<file path="config.mk">
export PLATFORM = sky130hd
export DESIGN_NAME = psel_gen
export DESIGN_NICKNAME = d
export VERILOG_FILES = /design/src/rtl/psel_gen.sv
export SDC_FILE = /design/constraint.sdc
export NUM_CORES = 1
export LEC_CHECK = 0
export BUFFER_PORTS_ARGS = -buffer_cell sky130_fd_sc_hd__buf_2
export CAP_MARGIN = 20
export CORE_MARGIN = 2
export CORE_UTILIZATION = 33
export DETAILED_ROUTE_END_ITERATION = 8
export PLACE_DENSITY_LB_ADDON = 0.08
export SYNTH_ARGS = -nofsm -noshare
export SYNTH_HDL_FRONTEND = slang
export SYNTH_SLANG_ARGS = --single-unit
</file>
<file path="constraint.sdc">
create_clock -name clock -period 4.4 [get_ports clock]
set_clock_uncertainty 0.05 [all_clocks]
set_input_delay 0.22 -clock clock [delete_from_list [all_inputs] [get_ports clock]]
set_output_delay 0.22 -clock clock [all_outputs]
set_load 0.005 [all_outputs]
</file>
<file path="src/rtl/psel_gen.sv">
// psel_gen: registered parallel priority selector.
// Picks up to REQS distinct set bits of req, one per grant lane. By default even lanes take
// the lowest remaining set bit and odd lanes the highest. Defining PSEL_GEN_LSB_ORDER_EN makes
// every lane take the lowest remaining bit instead.
module psel_gen #(
    parameter int unsigned WIDTH = 16,
    parameter int unsigned REQS  = 4
) (
    input  logic                       clock,
    input  logic                       reset,
    input  logic [WIDTH-1:0]           req,
    output logic [WIDTH-1:0]           gnt,
    output logic [REQS-1:0][WIDTH-1:0] gnt_bus,
    output logic                       empty
);

`ifdef PSEL_GEN_LSB_ORDER_EN
    localparam bit LsbOrder = 1'b1;
`else
    localparam bit LsbOrder = 1'b0;
`endif

    // One-hot of the lowest set bit, zero if none.
    function automatic logic [WIDTH-1:0] lowest_bit(input logic [WIDTH-1:0] v);
        logic [WIDTH-1:0] r;
        logic             found;
        r     = '0;
        found = 1'b0;
        for (int i = 0; i < int'(WIDTH); i++) begin
            if (v[i] && !found) begin
                r[i]  = 1'b1;
                found = 1'b1;
            end
        end
        return r;
    endfunction

    // One-hot of the highest set bit, zero if none.
    function automatic logic [WIDTH-1:0] highest_bit(input logic [WIDTH-1:0] v);
        logic [WIDTH-1:0] r;
        logic             found;
        r     = '0;
        found = 1'b0;
        for (int i = int'(WIDTH) - 1; i >= 0; i--) begin
            if (v[i] && !found) begin
                r[i]  = 1'b1;
                found = 1'b1;
            end
        end
        return r;
    endfunction

    logic [REQS-1:0][WIDTH-1:0] w_lane;
    logic [WIDTH-1:0]           w_avail;
    logic [WIDTH-1:0]           w_gnt;

    logic [REQS-1:0][WIDTH-1:0] r_gnt_bus;
    logic [WIDTH-1:0]           r_gnt;
    logic                       r_empty;

    // Resolve lanes in index order, masking off bits already taken by lower lanes.
    always_comb begin
        w_lane  = '0;
        w_gnt   = '0;
        w_avail = req;
        for (int k = 0; k < int'(REQS); k++) begin
            if (LsbOrder || ((k % 2) == 0)) begin
                w_lane[k] = lowest_bit(w_avail);
            end else begin
                w_lane[k] = highest_bit(w_avail);
            end
            w_avail = w_avail & ~w_lane[k];
            w_gnt   = w_gnt | w_lane[k];
        end
    end

    // Output registers with synchronous reset.
    always_ff @(posedge clock) begin
        if (reset) begin
            r_gnt_bus <= '0;
            r_gnt     <= '0;
            r_empty   <= 1'b1;
        end else begin
            r_gnt_bus <= w_lane;
            r_gnt     <= w_gnt;
            r_empty   <= (req == '0);
        end
    end

    assign gnt_bus = r_gnt_bus;
    assign gnt     = r_gnt;
    assign empty   = r_empty;

endmodule

</file>
# Yosys cells after proc, flatten, opt, wreduce, memory -nomap -nowiden
# Index checks and enable logic that the tools add are counted.
# Widths: inputs -> output; s select.
# word_totals
input_bits	18
out_inout_bits	81
word_cells	256
register_bits	81
# classes
n_mux	120
reduce_logical	121
bitwise_logic	9
# ops
operator	count
$mux 1	120
$logic_and 1x1->1	60
$logic_not 1->1	60
$and 16x16->16	3
$not 16->16	3
$or 16x16->16	3
$logic_not 16->1	1

# Longest topological paths before layout
# Gate-level depths: netlist of run 1.
# logic_depth
ltp_word	191
depth_mapped	13
ltp_nobuf	10

# Worst setup path before layout of run 1
# No wires, ideal clock.
# synth_timing
kind	input port to flip-flop
from	input port req[5]
to	register r_gnt_bus (netlist bit gnt_bus[46])
arrival_time_ns	2.995
path_slack_ns	1.268
stages	11
path_buffers	1
t_required_ns	4.263
setup_ns	0.087
path_cell_list	buf_2 > or4_4 > o41ai_2 > and2_1 > nand2_2 > nor3_1 > nand3b_1 > nand2_4 > a211oi_4 > nand3_2 > nor4b_2
# synth_between
elab_chain_cells	125
word_cells_on_any_way	149
cone_classes	66 x mux; 4 x bitwise; 79 x reduce/logical
# synth_lines
item	line_no	source
from (decl)	11	input logic [WIDTH-1:0] req,
$logic_and 1x1->1	30	if (v[i] && !found) begin
$mux 1	30	
$logic_not 1->1	30	
$logic_and 1x1->1	30	
$mux 1	30	
$logic_not 1->1	30	
$logic_and 1x1->1	30	
$mux 1	30	
[109 not listed]	n/a	
$logic_and 1x1->1	30	
$mux 1	30	
$logic_not 1->1	30	
$logic_and 1x1->1	30	
$mux 1	30	
$logic_not 1->1	30	
$logic_and 1x1->1 (*)	30	
$mux 1 (*)	30	
to (signal assigned)	84	r_gnt_bus <= w_lane;
to (decl)	57	logic [REQS-1:0][WIDTH-1:0] r_gnt_bus;
# Every way passes the cells marked *; elsewhere a longest branch is shown, timed or not.
# A chain may end at the register's enable or synchronous reset.

# Worst setup path after layout of run 1
# layout_timing
from	input port req[0]
to	register r_gnt_bus (netlist bit gnt_bus[46])
# layout_between
elab_chain_cells	139
word_cells_on_any_way	167
cone_classes	75 x mux; 4 x bitwise; 88 x reduce/logical
# layout_lines
item	line_no
$mux 1	30
$logic_not 1->1	30
$logic_and 1x1->1	30
$mux 1	30
$logic_not 1->1	30
$logic_and 1x1->1	30
$mux 1	30
$logic_not 1->1	30
[123 not listed]	n/a
$logic_and 1x1->1	30
$mux 1	30
$logic_not 1->1	30
$logic_and 1x1->1	30
$mux 1	30
$logic_not 1->1	30
$logic_and 1x1->1 (*)	30
$mux 1 (*)	30
# Marked as above.

==> out/results.ini, run 1 <==
[grt]
grt_max_degree = 41
grt_pass1_wl_mm = 14.7
grt_pass1_vias = 2931
grt_overflow_total = 0
antenna_found_initial = 1
grt_usage_pct = 16.4

[cells_and_area]
post_route_cells_drive_above_1_share_pct = 28.7
stdcell_count = 614
fillers = 1099
final_util_pct = 40.9
areaGrowthSynthToFinish_pct = 21.1
nNetsFinal = 491
diodes = 0

[clocking]
clock_sinks = 74
numCtsBuffers = 9
cts_buffer_depth = 2
post_cts_buffers = 0
cts_resized = 0
cts_tree = yes
clk_pin_slew_ns = 0.08
cts_root_buf = clkbuf_8
ctsHoldBuffers = 0
cts_max_level = 3

[timing]
min_period_ns = 3.43
max_freq_ghz = 0.292
worstMarginPinSlew_ns = 0.967
hold_viol = 0
slew_violations = 0
setup_tns_ns = 0
setup_viol = 0
slew_headroom_pct = 34.7
fin_crit_sh_pct = 78.0
whs_ns = 0.150
rsz0062_at_grt = no

[place]
hpwl_mm = 6.77
dpl.cell_count = 598
routabilityCongestion = 0.841
io_buffers = 92

[worst_setup_path]
required_ns = 4.61
crit_arrival_ns = 3.64
critPathCaptureType = flop
cp_max_fo = 16
worst_setup_path_start_kind = input port
crit_path_start = req[0]
path_class = in2reg

[synthesis]
yosysWarnings = 0
yosysUniqueCellTypes = 71
syn_inst = 395
synthesis.area_um2 = 3470
ys_top_cells_by_area = dfxtp_1 (43%), nor2_1 (4.6%), nor3_1 (4.2%)
yosysMostFrequentCell = dfxtp_1
ys_ff_latch = 74
avgSynthCellArea_um2 = 8.79
synth.top_cell.area_share_pct = 42.7
synth_edf_count = 0
synth_top_area_cell = dfxtp_1
ys_seq_area_share_pct = 42.7
async_reset_ff_share_pct = 0
ys.flop_type = dfxtp_1
yosys-top-cells-count = dfxtp_1 (74), nor2_1 (43), nor3_1 (29)

[detailed_routing]
drtIter0Drc = 141
post-route-drc-count = 0
first_pass_iters = 4
routedWlPerCell_um = 15.0
wirelength_mm = 9.20
via_count = 3092
vias_per_cell = 5.04
ant_nets = 0

[die]
ios = 99
die-width_um = 107
dieArea_um2 = 11400
core_area_um2 = 10300
rows = 37
initial_utilization_pct = 33.8
die_h_um = 107

[power_and_ir_drop]
ir_drop_uv = 141
power.total_mw = 1.42
power.leakage_nw = 1.80
power_density_nw_per_um2 = 338

[hold_path]
hold_path_startpoint = req[13]
worst_hold_path_type = in2reg

[outcome]
outcome = finished clean

[run]
cap_violations = 0

## per-layer routing
layer	GRT usage (%)	wire [um]	vias up
met3	3.34	497	18
met5	0	13	-
met2	24.4	4050	97
met4	6.49	163	2
li1	-	-	1569
met1	23.1	4480	1406
## layout make-up
class,instances,area (um^2),share of cell area [%]
inverter,6,22.5,0.536
multi-input combinational,286,1820,43.3
tap,136,170,4.05
clock inverter,4,75.1,1.79
sequential,74,1480,35.2
clock buffer,12,145,3.45
timing repair buffer,96,490,11.7
## final timing paths
path / end / cells after the start
setup / recovery: gnt_bus[46]$_SDFF_PP0_ / 11
hold / removal: gnt_bus[14]$_SDFF_PP0_ / 2
## cell usage in the layout (no fill, tap or decap), types with 3 or more instances in the layout
cell type and instances:
nor4b_1 6, and3_1 8, inv_1 4, clkbuf_8 10, nor2_1 43, a21boi_0 3, nor2b_1 6, o21a_1 3
o2bb2ai_1 3, nand2_1 26, and2_1 3, a31oi_1 7, nand3_1 8, dfxtp_1 74, maj3_1 9, buf_4 4
a21oi_1 21, o21ai_0 10, conb_1 6, a21o_1 4, nor3_1 29, buf_2 92, nor4_1 9, o21ai_1 3
or4_1 3, nand2b_1 18
## sequential cells by signal (all words and copies together) (netlist names)
signal,flops
empty,1
gnt,15
gnt_bus,58
## cells by family (layout without fill, tap and decap cells)
kind of cell,after synthesis,in the layout,share of synthesized area (%)
AO/OA/AOI/OAI,84,84,18.7
XOR/XNOR,3,3,0.757
AND/OR/NAND/NOR,182,182,29.0
adder cells (fa/ha/maj),11,11,3.24
flip-flops,74,74,42.7
other,1,6,0.108
buffers and inverters,40,118,5.44
## through the flow
stage / worst slack [ns] / instance area, um^2
final: 0.970 / 4210
after global routing: 0.726 / 4210
after CTS: 0.963 / 4210
after detailed placement: 0.602 / 3990
after global placement: 0.634 / 3990
after floorplan: 1.27 / 3490
## worst max-delay path, cell delays in order
cell and delay [ns]:
buf_2 0.18, or4_4 0.68, or4_1 0.71, maj3_2 0.41
o21ai_2 0.13, a31oi_1 0.13, nand2_1 0.18, nand2_4 0.10
a211oi_4 0.41, nand3_2 0.18, nor4b_2 0.29
## report_power, final
| group | switching (mW) | internal, mW |
|---|---|---|
| combinational | 0.104 | 0.0558 |
| clock | 0.240 | 0.335 |
| sequential | 0.00289 | 0.683 |
| total | 0.347 | 1.07 |
Note: power is estimated with default switching activity, not from simulation.
==> run 2: changes to the inputs <==
==> constraint.sdc (replaced) <==
create_clock -name clock -period 3 [get_ports clock]
set_clock_uncertainty 0.05 [all_clocks]
set_input_delay 0.15 -clock clock [delete_from_list [all_inputs] [get_ports clock]]
set_output_delay 0.15 -clock clock [all_outputs]
set_load 0.005 [all_outputs]
==> out/results.ini, run 2 (synthesized netlist as in run 1, its figures left out) <==
[die]
core_area_um2 = 10300  ; unchanged
die-width_um = 107  ; unchanged
die_h_um = 107  ; unchanged
initial_utilization_pct = 33.8  ; unchanged
ios = 99  ; unchanged
rows = 37  ; unchanged
dieArea_um2 = 11400  ; unchanged

[timing]
min_period_ns = 2.88
worstMarginPinSlew_ns = 1.07  ; +0.106 ns
slew_headroom_pct = 27.6  ; -7.1 points
fin_crit_sh_pct = 96.1
slew_violations = 0  ; unchanged
setup_slack_ns = 0.118  ; -0.852 ns
max_freq_ghz = 0.347
whs_ns = 0.0793  ; -0.0706 ns
setup_viol = 0  ; unchanged
hold_viol = 0  ; unchanged

[worst_setup_path]
path_class = in2reg
worst_setup_path_start_kind = input port
required_ns = 3.22  ; -1.39 ns
cp_max_fo = 6  ; -10
crit_arrival_ns = 3.10  ; -0.54 ns
cp_cell_sequence = buf_2, or4_4, o41ai_4, a32o_2, nand2_2, maj3_2, a21oi_1, nor2_1, a211oi_4, nand3_2, nor4b_2
cp_slowest_cell = or4_4
crit_family = simple AND/OR/NAND/NOR gates
cp.buffers_inverters = 1  ; unchanged
critPathCaptureType = flop
cp_slowest_stage_delay_ns = 0.59  ; -0.12 ns

[place]
routabilityCongestion = 0.911  ; +8.3%
io_buffers = 92  ; unchanged
hpwl_mm = 7.44  ; +9.8%
dpl_worst_slack_ns = -0.243  ; -0.845 ns

[cells_and_area]
diodes = 0  ; unchanged
post_route_cells_drive_above_1_share_pct = 39.6  ; +11 points
fillers = 1063  ; -3.3%
multi_input_area_um2 = 1890  ; +3.8%
areaGrowthSynthToFinish_pct = 38.5
largest_reg_flops = 58  ; unchanged
regArea_um2 = 1480  ; unchanged
mostFrequentLayoutCells = buf_2 (92), buf_4 (77), dfxtp_1 (74)
nNetsFinal = 565  ; +15%
layout_commonest_cell = buf_2

[grt]
grt_overflow_total = 0  ; unchanged
antenna_found_initial = 1  ; unchanged
grt_usage_pct = 17.8  ; +1.4 points
grt_pass1_wl_mm = 15.9  ; +8.1%
grt_max_degree = 41  ; unchanged
grt_pass1_vias = 3212  ; +9.6%

[detailed_routing]
first_pass_iters = 4  ; unchanged
drtIter0Drc = 156  ; +11%
via_count = 3330  ; +7.7%
post-route-drc-count = 0  ; unchanged
vias_per_cell = 4.85  ; -3.7%
wirelength_mm = 9.85  ; +7.0%
ant_nets = 0  ; unchanged
routedWlPerCell_um = 14.3  ; -4.4%

[run]
cap_violations = 0  ; unchanged

[clocking]
clk_pin_slew_ns = 0.07  ; about the same
ctsHoldBuffers = 0  ; unchanged
cts_buffer_depth = 2  ; unchanged
numCtsBuffers = 9  ; unchanged
cts_tree = yes
cts_root_buf = clkbuf_8
clock_sinks = 74  ; unchanged
cts_max_level = 3  ; unchanged

[outcome]
outcome = finished clean

[power_and_ir_drop]
power_density_nw_per_um2 = 425  ; +26%
power.leakage_nw = 2.18  ; +21%
ir_drop_uv = 195  ; +39%

[hold_path]
worst_hold_path_type = in2reg

==> run 2: cell count changes in the layout (fill, tap and decap cells not counted), sizes merged <==
cell	previous run	this run
buf	96	170
bufinv	2	1
clkinv	1	3
clkinvlp	2	0
==> run 2: path summary, 6_finish.rpt <==
check / slack [ns] / start / end / cells past startpoint
max: 0.12 / req[0] / gnt_bus[46]$_SDFF_PP0_ / 11
min: 0.08 / req[13] / gnt_bus[14]$_SDFF_PP0_ / 2
==> run 2: stage by stage <==
| step | utilization (%) | cells | instance area [um^2] | total power [mW] | setup TNS (ns) |
|---|---|---|---|---|---|
| after floorplan | - | 400 | 3510 | 1.20 | -0.0383 |
| after CTS | 46.1 | 684 | 4740 | 2.06 | 0 |
| after global routing | 46.8 | 687 | 4810 | 2.14 | -0.00823 |
| after global placement | 44.3 | 669 | 4550 | 1.31 | -3.45 |
| after detailed placement | 44.3 | 669 | 4550 | 1.32 | -4.12 |
| final | 46.8 | 687 | 4810 | 2.04 | 0 |
==> run 2: power by group <==
part	total (mW)	internal, mW	switching (mW)
clock network	0.742	0.400	0.342
registers	1.01	1.00	0.00435
logic	0.294	0.126	0.168
total	2.04	1.53	0.514
==> run 2: area by class of cell <==
type,instances,share of cell area (%)
Sequential cell,74,30.8
Tap cell,136,3.54
Inverter,6,0.469
Multi-Input combinational cell,286,39.3
Timing Repair Buffer,170,22.0
Clock buffer,12,3.02
Clock inverter,3,0.833
==> run 2: what timing repair did <==
item	in CTS	in global routing
buffers inserted	0	3
resized for setup	0	8
endpoints found under the setup margin	0	15
==> run 2: routing by layer <==
metal / track usage, % / wire length (um) / vias up
met3: 4.56 / 523 / 9
met1: 24.9 / 4880 / 1518
met5: 0 / 13 / -
li1: - / - / 1713
met2: 26.2 / 4310 / 88
met4: 6.59 / 118 / 2
